**config.mk**
```make
export PLATFORM = sky130hd
export DESIGN_NAME = r0_demultiplexer
export DESIGN_NICKNAME = d
export VERILOG_FILES = /design/src/rtl/r0_pkg.sv /design/src/rtl/r0_demux_timer.sv /design/src/rtl/r0_demultiplexer.sv
export SDC_FILE = /design/constraint.sdc
export NUM_CORES = 1
export LEC_CHECK = 0
export CORE_ASPECT_RATIO = 1.5
export CORE_MARGIN = 1
export CORE_UTILIZATION = 43
export CTS_CLUSTER_SIZE = 14
export DETAILED_ROUTE_END_ITERATION = 8
export MAX_ROUTING_LAYER = met4
export PLACE_DENSITY_LB_ADDON = 0.15
export SLEW_MARGIN = 25
export SYNTH_ARGS = -nofsm -noshare
export SYNTH_HDL_FRONTEND = slang
export SYNTH_SLANG_ARGS = --single-unit
```
**constraint.sdc**
```tcl
create_clock -name clk -period 1.7 [get_ports clk]
set_input_delay 0.34 -clock clk [delete_from_list [all_inputs] [get_ports clk]]
set_output_delay 0.34 -clock clk [all_outputs]
set_load 0.1 [all_outputs]
```
**src/rtl/r0_pkg.sv**
```systemverilog
`default_nettype none
// ============================================================================
// Module  : r0_pkg
// Purpose : Shared definitions for the r0 multiplexer/demultiplexer pair:
//           routing codes, the demultiplexer FSM state type, default width
//           and a small routing helper.
// Ports   : none (package)
// Config  : none
// Revision: 1.0 - initial release
// ============================================================================
package r0_pkg;

  // Default data width of the r0 result bus.
  localparam int R0_WIDTH_DEFAULT = 8;

  // Routing codes; the multiplexer uses the same encoding on the send side.
  localparam logic [1:0] R0_TO_OUT1     = 2'd0;  // one beat -> Output1
  localparam logic [1:0] R0_TO_OUT2     = 2'd1;  // one beat -> Output2
  localparam logic [1:0] R0_TO_BOTH_SEQ = 2'd2;  // two beats, Output1 then Output2
  localparam logic [1:0] R0_BROADCAST   = 2'd3;  // one beat -> both outputs

  // Demultiplexer FSM states.
  typedef enum logic [1:0] {
    ST_IDLE  = 2'd0,
    ST_RECV1 = 2'd1,
    ST_RECV2 = 2'd2,
    ST_DONE  = 2'd3
  } r0_state_e;

  // True when the routing code needs a second beat after the first.
  function automatic logic r0_is_two_beat(input logic [1:0] code);
    return (code == R0_TO_BOTH_SEQ);
  endfunction

endpackage : r0_pkg
`default_nettype wire

```
**src/rtl/r0_demux_timer.sv**
```systemverilog
`default_nettype none
// ============================================================================
// Module  : r0_demux_timer
// Purpose : Per-beat idle timeout down-counter for r0_demultiplexer.
//           'load' re-arms the counter to TIMEOUT-1; each 'tick' counts one
//           idle cycle; 'expire' is high on the tick that completes the
//           TIMEOUT-th consecutive idle cycle.
// Ports   : clk    - system clock
//           reset  - asynchronous active-high reset
//           load   - re-arm request (outside a wait, or a beat accepted)
//           tick   - one idle cycle while waiting for a beat
//           expire - timeout reached on this tick (combinational)
// Config  : exists only when R0_DEMUX_TIMEOUT_EN is defined.
// Revision: 1.0 - initial release
// ============================================================================
`ifdef R0_DEMUX_TIMEOUT_EN
module r0_demux_timer #(
  parameter int TIMEOUT = 15
) (
  input  logic clk,
  input  logic reset,
  input  logic load,
  input  logic tick,
  output logic expire
);

  localparam int              CW       = (TIMEOUT > 1) ? $clog2(TIMEOUT) : 1;
  localparam logic [CW-1:0]   LOAD_VAL = CW'(TIMEOUT - 1);

  logic [CW-1:0] cnt_q;
  logic [CW-1:0] cnt_d;

  // Counter holds at zero; the zero value plus a tick is the expiry.
  always_comb begin
    cnt_d = cnt_q;
    if (load) begin
      cnt_d = LOAD_VAL;
    end else if (tick && (cnt_q != '0)) begin
      cnt_d = cnt_q - 1'b1;
    end
  end

  always_ff @(posedge clk or posedge reset) begin
    if (reset) begin
      cnt_q <= LOAD_VAL;
    end else begin
      cnt_q <= cnt_d;
    end
  end

  assign expire = tick && !load && (cnt_q == '0);

endmodule : r0_demux_timer
`endif
`default_nettype wire

```
**src/rtl/r0_demultiplexer.sv**
```systemverilog
`default_nettype none
// ============================================================================
// Module  : r0_demultiplexer
// Purpose : Collects beats from the shared result bus and steers them into
//           Output1/Output2 according to a 2-bit routing code captured at the
//           start of a transfer. ready pulses for one cycle on completion.
// Ports   : clk         - system clock
//           reset       - asynchronous active-high reset
//           en          - start request, sampled only in IDLE
//           state       - routing code, captured when a transfer starts
//           data_in     - beat data, valid when valid_in=1
//           valid_in    - beat strobe, honoured only in RECV1/RECV2
//           Output1     - destination register 1
//           Output2     - destination register 2
//           busy        - high in RECV1, RECV2 and DONE
//           ready       - one-cycle completion pulse
//           timeout_err - sticky timeout flag (timeout builds only)
// Config  : R0_DEMUX_TIMEOUT_EN adds the per-beat idle timeout, the TIMEOUT
//           parameter and the timeout_err port. Without it the block waits
//           indefinitely for each beat.
// Revision: 1.0 - initial release
// ============================================================================
module r0_demultiplexer
  import r0_pkg::*;
#(
  parameter int WIDTH   = R0_WIDTH_DEFAULT
`ifdef R0_DEMUX_TIMEOUT_EN
  ,
  parameter int TIMEOUT = 15
`endif
) (
  input  logic             clk,
  input  logic             reset,
  input  logic             en,
  input  logic [1:0]       state,
  input  logic [WIDTH-1:0] data_in,
  input  logic             valid_in,
  output logic [WIDTH-1:0] Output1,
  output logic [WIDTH-1:0] Output2,
  output logic             busy,
  output logic             ready
`ifdef R0_DEMUX_TIMEOUT_EN
  ,
  output logic             timeout_err
`endif
);

  r0_state_e        fsm_q,   fsm_d;
  logic [1:0]       st_q,    st_d;
  logic [WIDTH-1:0] out1_q,  out1_d;
  logic [WIDTH-1:0] out2_q,  out2_d;
  logic             busy_q,  busy_d;
  logic             ready_q, ready_d;
  logic             timeout_hit;

  // --------------------------------------------------------------------------
  // Optional per-beat idle timeout
  // --------------------------------------------------------------------------
`ifdef R0_DEMUX_TIMEOUT_EN
  logic in_recv;
  logic timer_load;
  logic timer_tick;
  logic err_q, err_d;

  assign in_recv    = (fsm_q == ST_RECV1) || (fsm_q == ST_RECV2);
  // Re-arm whenever not waiting, and on every accepted beat.
  assign timer_load = !in_recv || valid_in;
  assign timer_tick = in_recv && !valid_in;

  r0_demux_timer #(
    .TIMEOUT (TIMEOUT)
  ) u_timer (
    .clk    (clk),
    .reset  (reset),
    .load   (timer_load),
    .tick   (timer_tick),
    .expire (timeout_hit)
  );

  // Sticky until the next accepted start request.
  always_comb begin
    err_d = err_q;
    if ((fsm_q == ST_IDLE) && en) begin
      err_d = 1'b0;
    end
    if (timeout_hit) begin
      err_d = 1'b1;
    end
  end

  always_ff @(posedge clk or posedge reset) begin
    if (reset) begin
      err_q <= 1'b0;
    end else begin
      err_q <= err_d;
    end
  end

  assign timeout_err = err_q;
`else
  assign timeout_hit = 1'b0;
`endif

  // --------------------------------------------------------------------------
  // Transfer FSM and output registers
  // --------------------------------------------------------------------------
  always_comb begin
    fsm_d  = fsm_q;
    st_d   = st_q;
    out1_d = out1_q;
    out2_d = out2_q;

    case (fsm_q)
      ST_IDLE: begin
        // Beat data in the start cycle is deliberately not looked at.
        if (en) begin
          st_d  = state;
          fsm_d = ST_RECV1;
        end
      end

      ST_RECV1: begin
        if (valid_in) begin
          case (st_q)
            R0_TO_OUT1:     out1_d = data_in;
            R0_TO_OUT2:     out2_d = data_in;
            R0_TO_BOTH_SEQ: out1_d = data_in;
            R0_BROADCAST: begin
              out1_d = data_in;
              out2_d = data_in;
            end
            default: ;
          endcase
          fsm_d = r0_is_two_beat(st_q) ? ST_RECV2 : ST_DONE;
        end else if (timeout_hit) begin
          fsm_d = ST_IDLE;
        end
      end

      ST_RECV2: begin
        if (valid_in) begin
          out2_d = data_in;
          fsm_d  = ST_DONE;
        end else if (timeout_hit) begin
          fsm_d = ST_IDLE;
        end
      end

      ST_DONE: begin
        // Always returns to IDLE; en here cannot start a new transfer.
        fsm_d = ST_IDLE;
      end

      default: fsm_d = ST_IDLE;
    endcase

    // Status flags are decoded from the next state so that they are
    // registered alongside it.
    busy_d  = (fsm_d != ST_IDLE);
    ready_d = (fsm_d == ST_DONE);
  end

  always_ff @(posedge clk or posedge reset) begin
    if (reset) begin
      fsm_q   <= ST_IDLE;
      st_q    <= 2'd0;
      out1_q  <= '0;
      out2_q  <= '0;
      busy_q  <= 1'b0;
      ready_q <= 1'b0;
    end else begin
      fsm_q   <= fsm_d;
      st_q    <= st_d;
      out1_q  <= out1_d;
      out2_q  <= out2_d;
      busy_q  <= busy_d;
      ready_q <= ready_d;
    end
  end

  assign Output1 = out1_q;
  assign Output2 = out2_q;
  assign busy    = busy_q;
  assign ready   = ready_q;

endmodule : r0_demultiplexer
`default_nettype wire
```
=== After elaboration in Yosys (flattened, before gate mapping) ===
Index checks and enable logic that the tools add are counted.

* Logic and storage cells: 34
* Register bits after elaboration: 22
* Output and inout port bits: 18

* Multiplexer cells: 9
* Equal/unequal tests: 10
* Reduce and logical (&&, ||, !) cells: 9

{| class="wikitable"
|+ Operators with widths
! kind !! count
|-
| 8-bit two-way mux || 3
|-
| 8-bit case mux with 2 select lines || 1
|-
| 2-bit == test, second input constant || 5
|-
| 2-bit case mux with 4 select lines || 1
|-
| 2-bit two-way mux || 3
|-
| 2-bit inequality test, second input constant || 3
|-
| 2-bit by 1-bit == test with 1-bit output, second input constant || 2
|-
| 2-bit zero test || 2
|-
| 4-bit AND reduction || 1
|-
| 2-bit nonzero test || 2
|-
| 3-bit AND reduction || 1
|-
| 3-bit OR reduction || 1
|-
| 2-bit AND reduction || 1
|-
| 2-bit OR reduction || 1
|-
| 1-bit two-way mux || 1
|}

=== Depth between registers and ports, before layout ===
* Word-level depth: 5
* Depth in mapped cells: 4

=== Worst setup path after synthesis ===
OpenSTA, ideal clock, no wires.

* Path type: register to register
* Start: register Output2[7] (netlist name)
* End: register out2_q[7], in the netlist Output2[7]
* Stages on the path, launching flop included: 4
* Library setup time: 86 ps
* Setup slack: 217 ps
* Period minus slack after synthesis: 1,483 ps
* Required time: 1,614 ps
* Data arrival time: 1,397 ps
* Cell sequence: dfrtp_1 > a21boi_0 > a311oi_1 > nor3_1

{| class="wikitable"
|+ RTL lines
! item !! line !! RTL
|-
| end signal: assignment || r0_demultiplexer.sv:175 || <nowiki>out2_q <= out2_d;</nowiki>
|-
| end: declaration || r0_demultiplexer.sv:51 || <nowiki>logic [WIDTH-1:0] out2_q, out2_d;</nowiki>
|}

=== Worst setup path after layout ===
* Start: register fsm_q[0]
* End: register out2_q[3], in the netlist Output2[3]

* Word-level cells in the longest chain between the ends: 3
* Elaborated cells on any way between the ends: 8

{| class="wikitable"
|+ RTL lines
! item !! line !! RTL
|-
| start: declaration || r0_demultiplexer.sv:48 || <nowiki>r0_state_e fsm_q, fsm_d;</nowiki>
|-
| start signal: assignment || r0_demultiplexer.sv:172 || <nowiki>fsm_q <= fsm_d;</nowiki>
|-
| 2-bit by 1-bit == test with 1-bit output / 2-bit == test (equally long branches) || r0_demultiplexer.sv:113 || <nowiki>case (fsm_q)</nowiki>
|-
| 2-bit inequality test (no source line) / 2-bit nonzero test (equally long branches) || -- ||
|-
| 4-bit AND reduction (no source line) || -- ||
|}

Several ways; a longest one is shown, not always the timed one.
A chain may end at the register's enable or synchronous reset.

==> summary.md <==
| Metric | Value |
|---|---|
| Outcome | completed |
| Slew margin rel. | 0.755 |
| Crit. End Element | flip-flop |
| Most used routing layer | met2 |
| GP Congestion | 0.673 |
| Floorplan core area | 0.00205 mm² |
| EDFF count, synth | 0 |
| Die Height | slightly below 60 µm |
| # diodes | 0 |
| First-pass GRT wire length | slightly below 3000 µm |
| # setup viols final | 0 |
| Initial antenna violation count | 0 |
| Initial Utilization | 0.457 |
| Remaining antenna violation count | 0 |
| RSZ-0062 raised after global routing | no |
| Via density | 5.13 |
| DR pass1 iterations | 4 |
| Met1 usage | 0.221 |
| Reg2reg setup slack | between 80 and 90 ps |
| R2r endpoint | Output2[3] |
| DRC | 0 |
| Hold Vio Cnt, Final | 0 |
| Share of layout cells above drive strength 1 | 0.466 |
| Total number of yosys warnings | 0 |
| Post-synth top cells | dfrtp_1 (22), mux2_2 (17) |
| Worst Path Arrival | roughly 1800 ps |
| Max-cap violations | 0 |
| Setup Crit Path Kind | flip-flop to flip-flop |
| #FFs+latches synth | 22 |
| Period utilization | 0.950 |
| TritonCTS sink count | 22 |
| Clk_skew | around 3.9 ps |
| Cells after synthesis | 65 |
| Worst r2r path cells | 4 |
| Post-Place Worst Slack | -151 ps |
| Critical Path Fanout Max | 10 |
| Nets@finish | 118 |
| Routed len/inst | 14.4 µm |
| Dominant cell by count in the synthesized netlist | dfrtp_1 |
| Hold Slack | 367 ps |
| Syn Area/Cell | 14.4 µm² |
| Worst setup margin | approximately 85 ps |
| Required time of the critical path | ~1900 ps |
| Worst-Margin Slew | 368 ps |
| Highest clock rate | between 0.6 and 0.7 GHz |
| Starting DRT DRC Count | 12 |
| Max Slew Vio Count | 0 |
| M2 GR Usage | 0.306 |
| Main area contributors after synthesis | dfrtp_1 (59%), mux2_2 (20%), nand3b_4 (2.1%) |
| Total Routing Usage GR | 0.188 |
| Net Count, Synth | 79 |
| Design Area, Final | 0.00154 mm² |
| Post-synthesis sequential area ratio | 0.587 |
| Post-synth top area cell | dfrtp_1 |
| H-tree Lvls | 1 |
| Setup TNS | 0 ps |
| Vias in the first global route | just under 700 |
| Die ar. | ~0.0024 mm² |
| Pin count of the biggest net entering global routing | 23 |
| Max Root-Sink Buffers | 2 |
| Root buffer cell | clkbuf_4 |
| Reg-to-Reg Start | fsm_q[0] |
| CTS tree | done |
| Hold crit path type | input port to async pin |
| Clock Latency Late Sink | 290 ps |
| Overflow after GRT | 0 |
| Clock transition at path regs | approximately 110 ps |
| Top cell type's share of synthesized area | 0.587 |
| Post-layout min period | 1620 ps |
| Die X | 40.1 µm |
| Main flop type after synthesis | dfrtp_1 |
| Layout area overhead | 64.0% |
| Post-Route WL | roughly 1800 µm |
| Global routing usage on met3 | 0.0226 |
| Syn Std Cell Area | approximately 940 µm² |
| Placed cell areas | around 0.0015 mm² |
| Num CTS Buffers | 3 |
| CTS resizes | 0 |
| Startpoint Class | flip-flop |
| Async SR Flop Fraction | 1.00 |
| # rows | 20 |
| Boundary Pins | 32 |
| # port buffers | 31 |
| Synth unique cells | 24 |
| DP HPWL | 1360 µm |
| Detailed-route via count | between 600 and 700 |
==> cell families (layout without fill, tap and decap cells) <==
group,Yosys count,after routing,share of synthesized area
flip-flops,22,22,0.587
buffers and inverters,4,42,0.0253
AND/OR/NAND/NOR,16,16,0.132
multiplexers,17,17,0.204
AO/OA/AOI/OAI,6,6,0.0520
==> registers in the layout, summed over array words and instances (netlist names) <==
name	cells
Output1	8
Output2	8
busy	1
fsm_q	2
ready	1
st_q	2
==> layout make-up <==
type	count	area, µm²
fillers	128	513
multi-input cells	39	364
clock buffers	4	36.3
repair buffers	36	553
inverters	2	7.51
well taps	22	27.5
flip-flops and latches	22	551
==> critical path: stages (launching register included) <==
cell and delay, ps:
dfrtp_1 530, nand2b_1 290, a21oi_4 220, buf_12 140
mux2_2 320
==> metrics by stage <==
step / std cells / util
2_1_floorplan: 65 / -
3_3_place_gp: 120 / 0.723
3_5_place_dp: 120 / 0.723
4_1_cts: 124 / 0.740
5_1_grt: 125 / 0.750
6_report: 125 / 0.750
==> per-layer routing <==
layer | wire length, µm | vias up
met3 | 56 | 2
met2 | 1050 | 17
met5 | 0 | -
met1 | 667 | 316
met4 | 21 | 0
li1 | - | 306
==> worst max path at each step <==
stage,start,to,slack (ps),depth (start not counted)
floorplan,Output2[7],Output2[7],220,3
finish,fsm_q[0],Output2[3],80,4
CTS,fsm_q[0],Output2[0],90,3
detailed placement,valid_in,Output1[3],-150,5
global route,fsm_q[0],Output2[3],3,4
global placement,valid_in,Output1[2],-100,5
==> placed cells by master, fill, tap and decap left out, types with 2 or more instances in the layout <==
master	synthesis	layout
nand2_1	2	2
mux2_2	17	17
clkbuf_4	0	3
clkdlybuf4s50_1	0	13
o21ai_0	2	2
inv_1	2	2
buf_12	0	20
nor2_1	2	2
dfrtp_1	22	22
buf_4	0	3
==> repair_timing <==
action | CTS | global route
endpoints found under the setup margin | 0 | 1
buffers inserted | 0 | 1
hold buffers | 0 | 0
Power is not shown: default switching activity piles up to over one toggle a cycle in this logic, so the estimate is an artifact.
